File: config.mk
export PLATFORM = sky130hd
export DESIGN_NAME = seg7_pattern_reader
export DESIGN_NICKNAME = d
export VERILOG_FILES = /design/src/rtl/seg7_pattern_reader.sv
export SDC_FILE = /design/constraint.sdc
export NUM_CORES = 1
export LEC_CHECK = 0
export ABC_CLOCK_PERIOD_IN_PS = 1800
export BUFFER_PORTS_ARGS = -buffer_cell sky130_fd_sc_hd__buf_2
export CAP_MARGIN = 20
export CORE_MARGIN = 2
export CORE_UTILIZATION = 29
export CTS_CLUSTER_DIAMETER = 120
export CTS_CLUSTER_SIZE = 8
export DETAILED_ROUTE_END_ITERATION = 6
export MAX_ROUTING_LAYER = met4
export SLEW_MARGIN = 0
export SYNTH_ARGS = -nofsm -noshare
export SYNTH_HDL_FRONTEND = slang
export SYNTH_SLANG_ARGS = --single-unit
File: constraint.sdc
create_clock -name clk -period 1.8 [get_ports clk]
set_input_delay 0 -clock clk [delete_from_list [all_inputs] [get_ports clk]]
set_output_delay 0 -clock clk [all_outputs]
set_load 0.01 [all_outputs]
File: src/rtl/seg7_pattern_reader.sv
// seg7_pattern_reader
// Samples an active-low seven-segment bus and synchronises it. It filters out
// glitches, decodes the glyphs 0..4 and blank, and emits one event for each
// newly stabilised pattern on a valid/ready handshake.
// Build option: define SEG7_READER_FIFO_EN to replace the single event
// register with a FIFO_DEPTH-entry FIFO.
//
// state  | meaning
// -------+-------------------------------------------------------------
// SETTLE | q is changing or still being qualified; cnt counts stable cycles
// LOCKED | current q has been judged; wait for the next change of q
module seg7_pattern_reader #(
    parameter int STABLE_CYCLES = 4,
    parameter int FIFO_DEPTH    = 4
) (
    input  logic       clk,
    input  logic       reset,
    input  logic [6:0] seg_n,
    output logic       ev_valid,
    input  logic       ev_ready,
    output logic [2:0] ev_digit,
    output logic       ev_blank,
    output logic       ev_err,
    output logic       overflow
);
    localparam logic [6:0] SEG_BLANK = 7'h7F;
    localparam logic [0:0] SETTLE    = 1'b0;
    localparam logic [0:0] LOCKED    = 1'b1;
    localparam logic [7:0] CNT_TC    = 8'(STABLE_CYCLES);

    if (STABLE_CYCLES < 2 || STABLE_CYCLES > 255 || FIFO_DEPTH < 2 ||
        (FIFO_DEPTH & (FIFO_DEPTH - 1)) != 0) begin : g_param_check
        $error("seg7_pattern_reader: illegal STABLE_CYCLES or FIFO_DEPTH");
    end

    logic [6:0] sync_1;
    logic [6:0] q;
    logic [6:0] q_prev;
    logic [6:0] last_acc;
    logic [7:0] cnt;
    logic [0:0] state;
    logic       q_changed;
    logic       gen_ev;
    logic       ev_pop;
    logic [4:0] gen_rec;   // {blank, err, digit}

    assign q_changed = (q != q_prev);
    assign ev_pop    = ev_valid && ev_ready;
    assign gen_ev    = (state == SETTLE) && !q_changed && (cnt == CNT_TC) && (q != last_acc);

    // Two-flop synchroniser plus one cycle of history for change detection
    always_ff @(posedge clk) begin
        if (reset) begin
            sync_1 <= SEG_BLANK;
            q      <= SEG_BLANK;
            q_prev <= SEG_BLANK;
        end else begin
            sync_1 <= seg_n;
            q      <= sync_1;
            q_prev <= q;
        end
    end

    // Stability filter: cnt saturates at the terminal count and is never wrapped
    always_ff @(posedge clk) begin
        if (reset) begin
            state    <= SETTLE;
            cnt      <= 8'd0;
            last_acc <= SEG_BLANK;
        end else if (q_changed) begin
            state <= SETTLE;
            cnt   <= 8'd1;
        end else if (state == SETTLE) begin
            if (cnt == CNT_TC) begin
                state <= LOCKED;
                if (q != last_acc) begin
                    last_acc <= q;
                end
            end else begin
                cnt <= cnt + 8'd1;
            end
        end
    end

    // Glyph decode of the pattern being accepted
    always_comb begin
        gen_rec = 5'b01000;
        case (q)
            7'h40:   gen_rec = 5'b00000;
            7'h79:   gen_rec = 5'b00001;
            7'h24:   gen_rec = 5'b00010;
            7'h30:   gen_rec = 5'b00011;
            7'h19:   gen_rec = 5'b00100;
            7'h7F:   gen_rec = 5'b10000;
            default: gen_rec = 5'b01000;
        endcase
    end

`ifdef SEG7_READER_FIFO_EN
    localparam int            AW      = $clog2(FIFO_DEPTH);
    localparam logic [AW:0]   DEPTH_L = (AW + 1)'(FIFO_DEPTH);

    logic [4:0]    mem [FIFO_DEPTH];
    logic [AW-1:0] wr_ptr;
    logic [AW-1:0] rd_ptr;
    logic [AW:0]   count;
    logic          push;

    // Pop is taken first, so a push into a full FIFO with a pop is accepted
    assign push     = gen_ev && ((count != DEPTH_L) || ev_pop);
    assign ev_valid = (count != '0);
    assign {ev_blank, ev_err, ev_digit} = ev_valid ? mem[rd_ptr] : 5'b00000;

    // Event storage; contents need no reset because count gates visibility
    always_ff @(posedge clk) begin
        if (push) begin
            mem[wr_ptr] <= gen_rec;
        end
    end

    // Pointer, occupancy and sticky overflow bookkeeping
    always_ff @(posedge clk) begin
        if (reset) begin
            wr_ptr   <= '0;
            rd_ptr   <= '0;
            count    <= '0;
            overflow <= 1'b0;
        end else begin
            if (push) begin
                wr_ptr <= wr_ptr + 1'b1;
            end
            if (ev_pop) begin
                rd_ptr <= rd_ptr + 1'b1;
            end
            if (push && !ev_pop) begin
                count <= count + 1'b1;
            end else if (!push && ev_pop) begin
                count <= count - 1'b1;
            end
            if (gen_ev && !push) begin
                overflow <= 1'b1;
            end
        end
    end
`else
    logic       ev_full;
    logic [4:0] ev_rec;

    assign ev_valid = ev_full;
    assign {ev_blank, ev_err, ev_digit} = ev_rec;

    // Single event register: load when empty or draining this cycle, else drop
    always_ff @(posedge clk) begin
        if (reset) begin
            ev_full  <= 1'b0;
            ev_rec   <= 5'b00000;
            overflow <= 1'b0;
        end else if (gen_ev) begin
            if (!ev_full || ev_pop) begin
                ev_full <= 1'b1;
                ev_rec  <= gen_rec;
            end else begin
                overflow <= 1'b1;
            end
        end else if (ev_pop) begin
            ev_full <= 1'b0;
            ev_rec  <= 5'b00000;
        end
    end
`endif

endmodule

---- After elaboration in Yosys (flattened, before gate mapping) ----
Index checks and enable logic that the tools add are counted.
cells by class
  multiply operators ...................... 0
  magnitude comparators ................... 0
  equality and inequality tests ........... 12
  divide/modulo/power cells ............... 0
  shift operators ......................... 0
  multiplexer cells ....................... 12
  add/sub/neg operators ................... 1
  bitwise gates (word level) .............. 4
  reductions and logical operators ........ 14
operators by type and width
  cell                                                                     count
  5-bit case mux with 6 select lines                                       1
  7-bit equality test, second input constant                               3
  5-bit 2-to-1 mux                                                         3
  7-bit by 6-bit equality test with 1-bit output, second input constant    2
  7-bit inequality test                                                    2
  8-bit by 1-bit adder with 8-bit output, second input constant            1
  8-bit by 3-bit equality test with 1-bit output, second input constant    1
  1-bit 2-to-1 mux                                                         8
  2-bit AND reduction                                                      4
  7-bit by 5-bit equality test with 1-bit output, second input constant    1
  1-bit logical AND                                                        4
  2-bit by 1-bit inequality test with 1-bit output, second input constant  2
  1-bit NOT                                                                4
  4-bit AND reduction                                                      1
  1-bit logical NOT                                                        2
  2-bit inequality test, second input constant                             1
  2-bit nonzero test                                                       1
  2-bit OR reduction                                                       1
  1-bit logical OR                                                         1
storage, ports and cells
  ROM bits ................................ 0
  bits of input ports ..................... 10
  bits in latches ......................... 0
  register bits after elaboration ......... 44
  output and inout port bits .............. 7
  memories kept ........................... 0
  bits in writable memories ............... 0

---- Depth between registers and ports, before layout ----
Gate-level depths: netlist (run 1).
  depth after elaboration ................. 7
  mapped depth ............................ 9
  gate-level depth less buffers ........... 8

---- Worst setup path after synthesis (run 1) ----
OpenSTA, ideal clock, no wires.
  path kind ............................... reg-to-reg
  from .................................... register cnt[0]
  to ...................................... register last_acc[6]
  path buffers ............................ 1
  cell stages (with the launch flop) ...... 10
  arrival time ............................ 1.621 ns
  library setup time ...................... 0.130 ns
  path slack .............................. 0.049 ns
  clock period less this slack ............ 1.751 ns
  cells stage by stage .................... dfxtp_1 > inv_1 > ha_1 > nor4b_4 > nand3_1 > a211oi_2 > and2_4 > buf_12 > mux2i_1 > nand2_1
between the ends
  cells in the longest elaborated chain, start to end .. 2
RTL lines
  item                                            RTL line  source
  start, declared                                 40        logic [7:0] cnt;
  start signal, assigned                          80        cnt <= cnt + 8'd1;
  8-bit by 3-bit equality test with 1-bit output  74        if (cnt == CNT_TC) begin
  4-bit AND reduction (no line)                   --
  end signal, assigned                            77        last_acc <= q;
  end, declared                                   39        logic [6:0] last_acc;
No other way between the ends.
A chain may end at the register's enable or synchronous reset.

---- Final worst setup path (run 1) ----
  from .................................... register cnt[1]
  to ...................................... register ev_rec[2]
between the ends
  cells in the longest elaborated chain, start to end .. 5
  elaborated cells on any way between the ends .. 7
  classes of those cells .................. eq/ne (2); mux (1); reduce/logical (4)
RTL lines
  item                                                                                                     RTL line  source
  8-bit by 3-bit equality test with 1-bit output (*)                                                       49        assign gen_ev = (state == SETTLE) && !q_changed && (cnt == CNT_TC) && (q != last_acc);
  1-bit logical AND (*) (2 in a row)                                                                       49
  2-bit by 1-bit inequality test with 1-bit output (no line) / 2-bit nonzero test (equally long branches)  --
  2-bit AND reduction (no line)                                                                            --
  end signal, assigned                                                                                     161       ev_rec <= gen_rec;
  end, declared                                                                                            147       logic [4:0] ev_rec;
Every way passes the cells marked *; elsewhere a longest branch is shown, timed or not.

==> results.cfg, run 1 <==
[detailed_routing]
via_per_inst = 4.38
first_pass_iters = 4
drt_iter0_drc = 54
wire_per_inst_um = 11.5
via_count = 1336
ant_nets = 0
wl_um = 3500
drc = 0

[worst_setup_path]
cp_top_family = simple AND/OR/NAND/NOR gates
worstReg2RegEnd = ev_rec[2]
critPathBufInv = 1
critPathLaunchType = flip-flop
cpPeakStageDelay_ns = 0.33
cp_slowest_cell = dfxtp_2
crit_type = reg -> reg
r2r_slack_ns = -0.02
arrival_ns = 2.03
worst_setup_path_end_kind = flip-flop
crit_required_ns = 2.00
crit_chain = inv_2, ha_4, nor4b_4, nand3_2, a211oi_4, and2_4, o21ai_2, a31o_1
ff2ff_path_depth = 8
regToRegStartpoint = cnt[1]
cp_max_fo = 5

[logic_synthesis]
synth_common_cells = 44 x dfxtp_1, 21 x or2_2, 17 x xor2_1, 15 x nor2_1, 11 x nand2_1
synth_warnings = 0
muxShareOfSynthArea = 0.0431
yosysMostFrequentCell = dfxtp_1
synth_fp_nets = 199
synthCells = 187
synth.ff_latch_count = 44
synth-xor-area-share = 0.102
synth_top_family_by_area = simple AND/OR/NAND/NOR gates
synth_edf_count = 0
post_synth_num_cell_types = 40
postSynth.asyncResetShare = 0
synth_compound_area_frac = 0.0644
synth_seq_area_share = 0.467
ys.flop_type = dfxtp_1
synth_area_leaders = dfxtp_1 47%, xor2_1 7.9%, or2_2 7.0%, mux2i_1 3.7%, buf_6 3.0%
synth_top_area_frac = 0.467
syn_area_per_cell_um2 = 10.1
synth_fa_ha_area_frac = 0.0133
yosys.area_share.simple = 0.248
syn_area_mm2 = 0.00189
synth_top_cell_by_area = dfxtp_1

[sta]
max-slew-margin-rel = 0.682
finalCritPeriodShare = 1.01
period_needed_ns = 1.82
hold_viol = 0
setup_ws_ns = -0.0243
rsz0062_at_grt = yes
slew_violations = 0
finalClockSkew_ns = 0.00995
whs_ns = 0.116
worst_pin_slew_ns = 0.475
finalSetupViolCount = 4
fmax_mhz = 548
finalSetupTns_ns = -0.0638

[finish]
fin_util = 0.377
diodes = 0
area_delta_synth_final_pct = 26.1
final_cells = 305
nNetsFinal = 239
drive_gt1_frac = 0.368
design_area_mm2 = 0.00238
n_fill_cell = 663

[power]
clkPwrFrac = 0.396
total_power_mw = 1.97
max-vdd-ir-drop_mv = 0.488
p_comb_frac = 0.091
p_sw_mw = 0.458
p_seq_frac = 0.513
switching_share = 0.233
leakage_nw = 0.904
intPower_mw = 1.51
p_per_area_mw_per_mm2 = 827

[cts]
worstSkewPairLatency_ns = 0.30
tritoncts = built
htree_levels = 2
post_cts_buffers = 0
root_buffer = clkbuf_8
cts_sinks = 44
cts_buffer_depth = 2
clk_pin_slew_ns = 0.09
numCtsBuffers = 5

[floorplan]
die_w_um = 84.6
initial_core_util = 0.299
std_cell_rows = 29
die_y_um = 84.6
ios = 17
core_area_mm2 = 0.00631
die_area_mm2 = 0.00716

[global_route]
grt_max_degree = 27
grt_use_met3 = 0.0315
track_usage = 0.110
grt_pass1_vias = 1295
grt_util_met2 = 0.170
grt_first_pass_wirelength_um = 5950
grt_busiest_layer = met2
overflow = 0
antenna_found_initial = 0
met1_usage = 0.132

[placement]
placed_cells = 289
place_congestion = 0.828
portBuffers = 16
dpl-instance-area_mm2 = 0.00212
dpl.hpwl_um = 2380
dp_slack_ns = -0.0850

[min_path]
hold_start = reset
hold_class = in -> reg
hold_depth = 3
worstHoldEndpoint = ev_rec[0]

[outcome]
failed_checks = negative setup slack
outcome = finished with violations

[run]
cap_violations = 0
[worst max-delay path by stage]
stage,from,to,slack [ns],cells past startpoint
floorplan,cnt[0],last_acc[6],0.05,9
global placement,cnt[1],ev_rec[3],-0.005,8
detailed placement,cnt[1],ev_rec[2],-0.08,8
CTS,cnt[1],ev_rec[0],0.01,9
global route,cnt[1],ev_rec[3],-0.14,8
finish,cnt[1],ev_rec[2],-0.02,8
[layout by cell type, fill, tap and decap left out, types with 2 or more instances in the layout]
cell,n
nor2_1,14
buf_2,16
and2_4,2
or2_2,21
inv_2,2
xnor2_1,5
buf_4,18
a31o_1,3
or2b_1,2
nand3_1,3
nand2_1,11
inv_1,2
dlygate4sd3_1,7
xor2_1,17
nand4_1,6
nand2b_1,2
a21oi_1,7
nor3_1,2
nor4_4,2
nand3_2,2
nor4_1,2
dfxtp_1,43
clkbuf_8,5
and3_1,2
mux2i_1,7
[power groups by stage]
stage                     clock network [mW]  registers, mW  logic [mW]
after detailed placement                   0           1.03       0.156
after global routing                   0.839           1.01       0.200
after CTS                              0.796           1.01       0.175
after global placement                     0           1.03       0.155
final                                  0.779           1.01       0.180
after floorplan                            0           1.03       0.110
[cell families (layout without fill, tap and decap cells)]
kind of cell / after synthesis / count (layout)
and+or+nand+nor: 78 / 79
DFF: 44 / 44
xor gates and xnor gates: 22 / 22
AOI/OAI and AO/OA: 18 / 18
buffers and inverters: 15 / 55
muxes: 8 / 8
adders and majority gates: 2 / 2
[area by class of cell]
class                      count  area, µm²  share of cell area
tap                           77       96.3              0.0405
clock inverter                 3       46.3              0.0195
inverter                       4       15.0             0.00631
sequential                    44        882               0.371
clock buffer                   5       68.8              0.0289
timing repair buffer          43        317               0.133
multi-input combinational    129        953               0.401
[sequential cells by signal, indices dropped and copies added, names as in the netlist]
| name | count |
|---|---|
| cnt | 8 |
| ev_rec | 5 |
| ev_valid | 1 |
| last_acc | 7 |
| overflow | 1 |
| q | 7 |
| q_prev | 7 |
| state | 1 |
| sync_1 | 7 |
[what timing repair did]
item | 4_1_cts | 5_1_grt
cloned | 1 | 0
endpoints found under the hold margin | 7 | 0
endpoints found under the setup margin | 14 | 14
hold buffers | 7 | 0
pin swaps | 2 | 13
resized for setup | 5 | 12
[layer usage]
metal  part of all wire  vias up
li1                   -      704
met1               0.49      604
met2               0.46       23
met3              0.037        5
met4              0.021        0
met5                  0        -
[worst register-to-register path, stage by stage (launching register included)]
cell and delay (ns):
dfxtp_2 0.33, inv_2 0.07, ha_4 0.12, nor4b_4 0.22, nand3_2 0.14, a211oi_4 0.30, and2_4 0.25, o21ai_2 0.08
a31o_1 0.21
No activity file was read; power rests on OpenSTA's default activity.
==> run 2: changes to the inputs <==
--- a/config.mk
+++ b/config.mk
@@ -6,4 +6,5 @@
 export NUM_CORES = 1
 export LEC_CHECK = 0
+export ABC_AREA = 1
 export ABC_CLOCK_PERIOD_IN_PS = 1800
 export BUFFER_PORTS_ARGS = -buffer_cell sky130_fd_sc_hd__buf_2
==> constraint.sdc (replaced) <==
create_clock -name clk -period 1.8 [get_ports clk]
set_input_delay 0.45 -clock clk [delete_from_list [all_inputs] [get_ports clk]]
set_output_delay 0.45 -clock clk [all_outputs]
set_load 0.01 [all_outputs]
==> results.cfg, run 2 <==
[outcome]
outcome = finished clean

[logic_synthesis]
synth.ff_latch_count = 44
syn_area_per_cell_um2 = 7.33
post_synth_num_cell_types = 25
synth_edf_count = 0
synth_common_cells = 65 x nand2_1, 44 x dfxtp_1, 30 x inv_1, 29 x nor2_1
synth_seq_area_share = 0.452
postSynth.asyncResetShare = 0
syn_area_mm2 = 0.00195
synth_top_cell_by_area = dfxtp_1
synth_top_area_frac = 0.452
synth_area_leaders = dfxtp_1 45%, nand2_1 13%, inv_1 5.8%, nor2_1 5.6%, or2_2 4.8%
synth_fp_nets = 278
synthCells = 266
yosysMostFrequentCell = nand2_1
synth_warnings = 0
ys.flop_type = dfxtp_1

[cts]
htree_levels = 2
root_buffer = clkbuf_8
clk_pin_slew_ns = 0.08
post_cts_buffers = 0
cts_buffer_depth = 2
tritoncts = built
cts-hold-fix-buffers = 0
worstSkewPairLatency_ns = 0.29
numCtsBuffers = 5
cts_sinks = 44
post_cts_resized = 0

[min_path]
hold_class = in -> reg
hold_depth = 2
worstHoldEndpoint = sync_1[5]
hold_start = seg_n[5]

[sta]
worst_pin_slew_ns = 0.527
finalSetupViolCount = 0
fmax_mhz = 621
whs_ns = 0.339
slew_violations = 0
period_needed_ns = 1.61
hold_viol = 0
finalSetupTns_ns = 0
rsz0062_at_grt = no
finalCritPeriodShare = 0.895
max-slew-margin-rel = 0.646
finalClockSkew_ns = 0.0106

[floorplan]
ios = 17
std_cell_rows = 29
core_area_mm2 = 0.00642
die_y_um = 86.0
initial_core_util = 0.304
die_w_um = 86.0
die_area_mm2 = 0.00740

[finish]
layout.cells.most_common = nand2_1
area_delta_synth_final_pct = 15.6
diodes = 0
nNetsFinal = 302
drive_gt1_frac = 0.224
final_cells = 367
layout_common_cells = 65 x nand2_1, 42 x dfxtp_1, 30 x inv_1
largest_register = cnt
largest_register_ffs = 8

[worst_setup_path]
crit_chain = inv_2, nand2_2, nand2_2, nor2_2, nand2_2, nor2_8, nand3_4, nor2_2, nand2_1, nand2_1, nor2_1
crit_type = reg -> reg
crit_required_ns = 2.00
ff2ff_path_depth = 11
regToRegStartpoint = q[4]
worstReg2RegEnd = ev_rec[3]
critPathBufInv = 1
critPathLaunchType = flip-flop
cp_common_cell = nand2_2
cp_max_fo = 9
cpPeakStageDelay_ns = 0.45
cp_slowest_cell = dfxtp_1
r2r_slack_ns = 0.19
cp_top_family = simple AND/OR/NAND/NOR gates
arrival_ns = 1.81
worst_setup_path_end_kind = flip-flop

[placement]
dpl.hpwl_um = 3020
placed_cells = 360
place_congestion = 0.903
portBuffers = 16

[power]
intPower_mw = 1.40
p_seq_frac = 0.554
p_comb_frac = 0.088
max-vdd-ir-drop_mv = 0.356
leakage_nw = 1.09
p_sw_mw = 0.429
clkPwrFrac = 0.358
p_per_area_mw_per_mm2 = 812
switching_share = 0.234

[detailed_routing]
via_per_inst = 4.50
drc = 0
wl_um = 3850
ant_nets = 0
drt_iter0_drc = 90
via_count = 1652
wire_per_inst_um = 10.5
first_pass_iters = 4

[run]
cap_violations = 0

[global_route]
track_usage = 0.117
antenna_found_initial = 0
overflow = 0
grt_max_degree = 19
grt_first_pass_wirelength_um = 6650
grt_pass1_vias = 1508
## run 2: layout make-up
type | count | area [µm²]
Fill cell | 668 | 4170
Multi-Input combinational cell | 183 | 931
Sequential cell | 44 | 883
Inverter | 36 | 138
Timing Repair Buffer | 20 | 110
Clock buffer | 7 | 96.3
Tap cell | 77 | 96.3
## run 2: routing by layer
layer / GRT usage / part of all wire / vias to the layer above
met3: 0.0279 / 0.030 / 9
met1: 0.137 / 0.45 / 728
met5: - / 0 / -
li1: - / - / 884
met2: 0.185 / 0.49 / 31
met4: 0.0606 / 0.029 / 0
## run 2: worst max path at each step
stage	from	endpoint	slack, ns	cells past startpoint
floorplan	cnt[0]	cnt[6]	0.28	12
global placement	cnt[0]	ev_rec[4]	0.17	8
detailed placement	cnt[0]	ev_rec[4]	0.15	8
CTS	cnt[0]	ev_rec[4]	0.12	8
global route	q[1]	ev_rec[3]	0.006	11
finish	q[4]	ev_rec[3]	0.19	11
## run 2: kinds of logic (layout without fill, tap and decap cells)
kind of cell	after synthesis	in the layout	share of synthesized area
and+or+nand+nor	147	147	0.357
DFF	44	44	0.452
buffers and inverters	39	63	0.0763
AOI/OAI and AO/OA	30	30	0.0847
xor gates and xnor gates	4	4	0.0180
adders and majority gates	2	2	0.0128
## run 2: through the flow
stage / power (mW) / util / setup slack, ns / cell area (µm²)
3_5_place_dp: 1.20 / 0.334 / 0.150 / 2150
4_1_cts: 1.86 / 0.349 / 0.118 / 2240
5_1_grt: 1.92 / 0.351 / 0.00552 / 2250
3_3_place_gp: 1.20 / 0.334 / 0.174 / 2150
6_report: 1.83 / 0.351 / 0.189 / 2250
2_1_floorplan: 1.15 / - / 0.284 / 1950
## run 2: power by group through the flow
stage / clock network (mW) / logic [mW] / registers, mW
2_1_floorplan: 0 / 0.121 / 1.03
3_3_place_gp: 0 / 0.161 / 1.04
3_5_place_dp: 0 / 0.164 / 1.04
4_1_cts: 0.680 / 0.164 / 1.01
5_1_grt: 0.713 / 0.186 / 1.02
6_report: 0.654 / 0.162 / 1.01
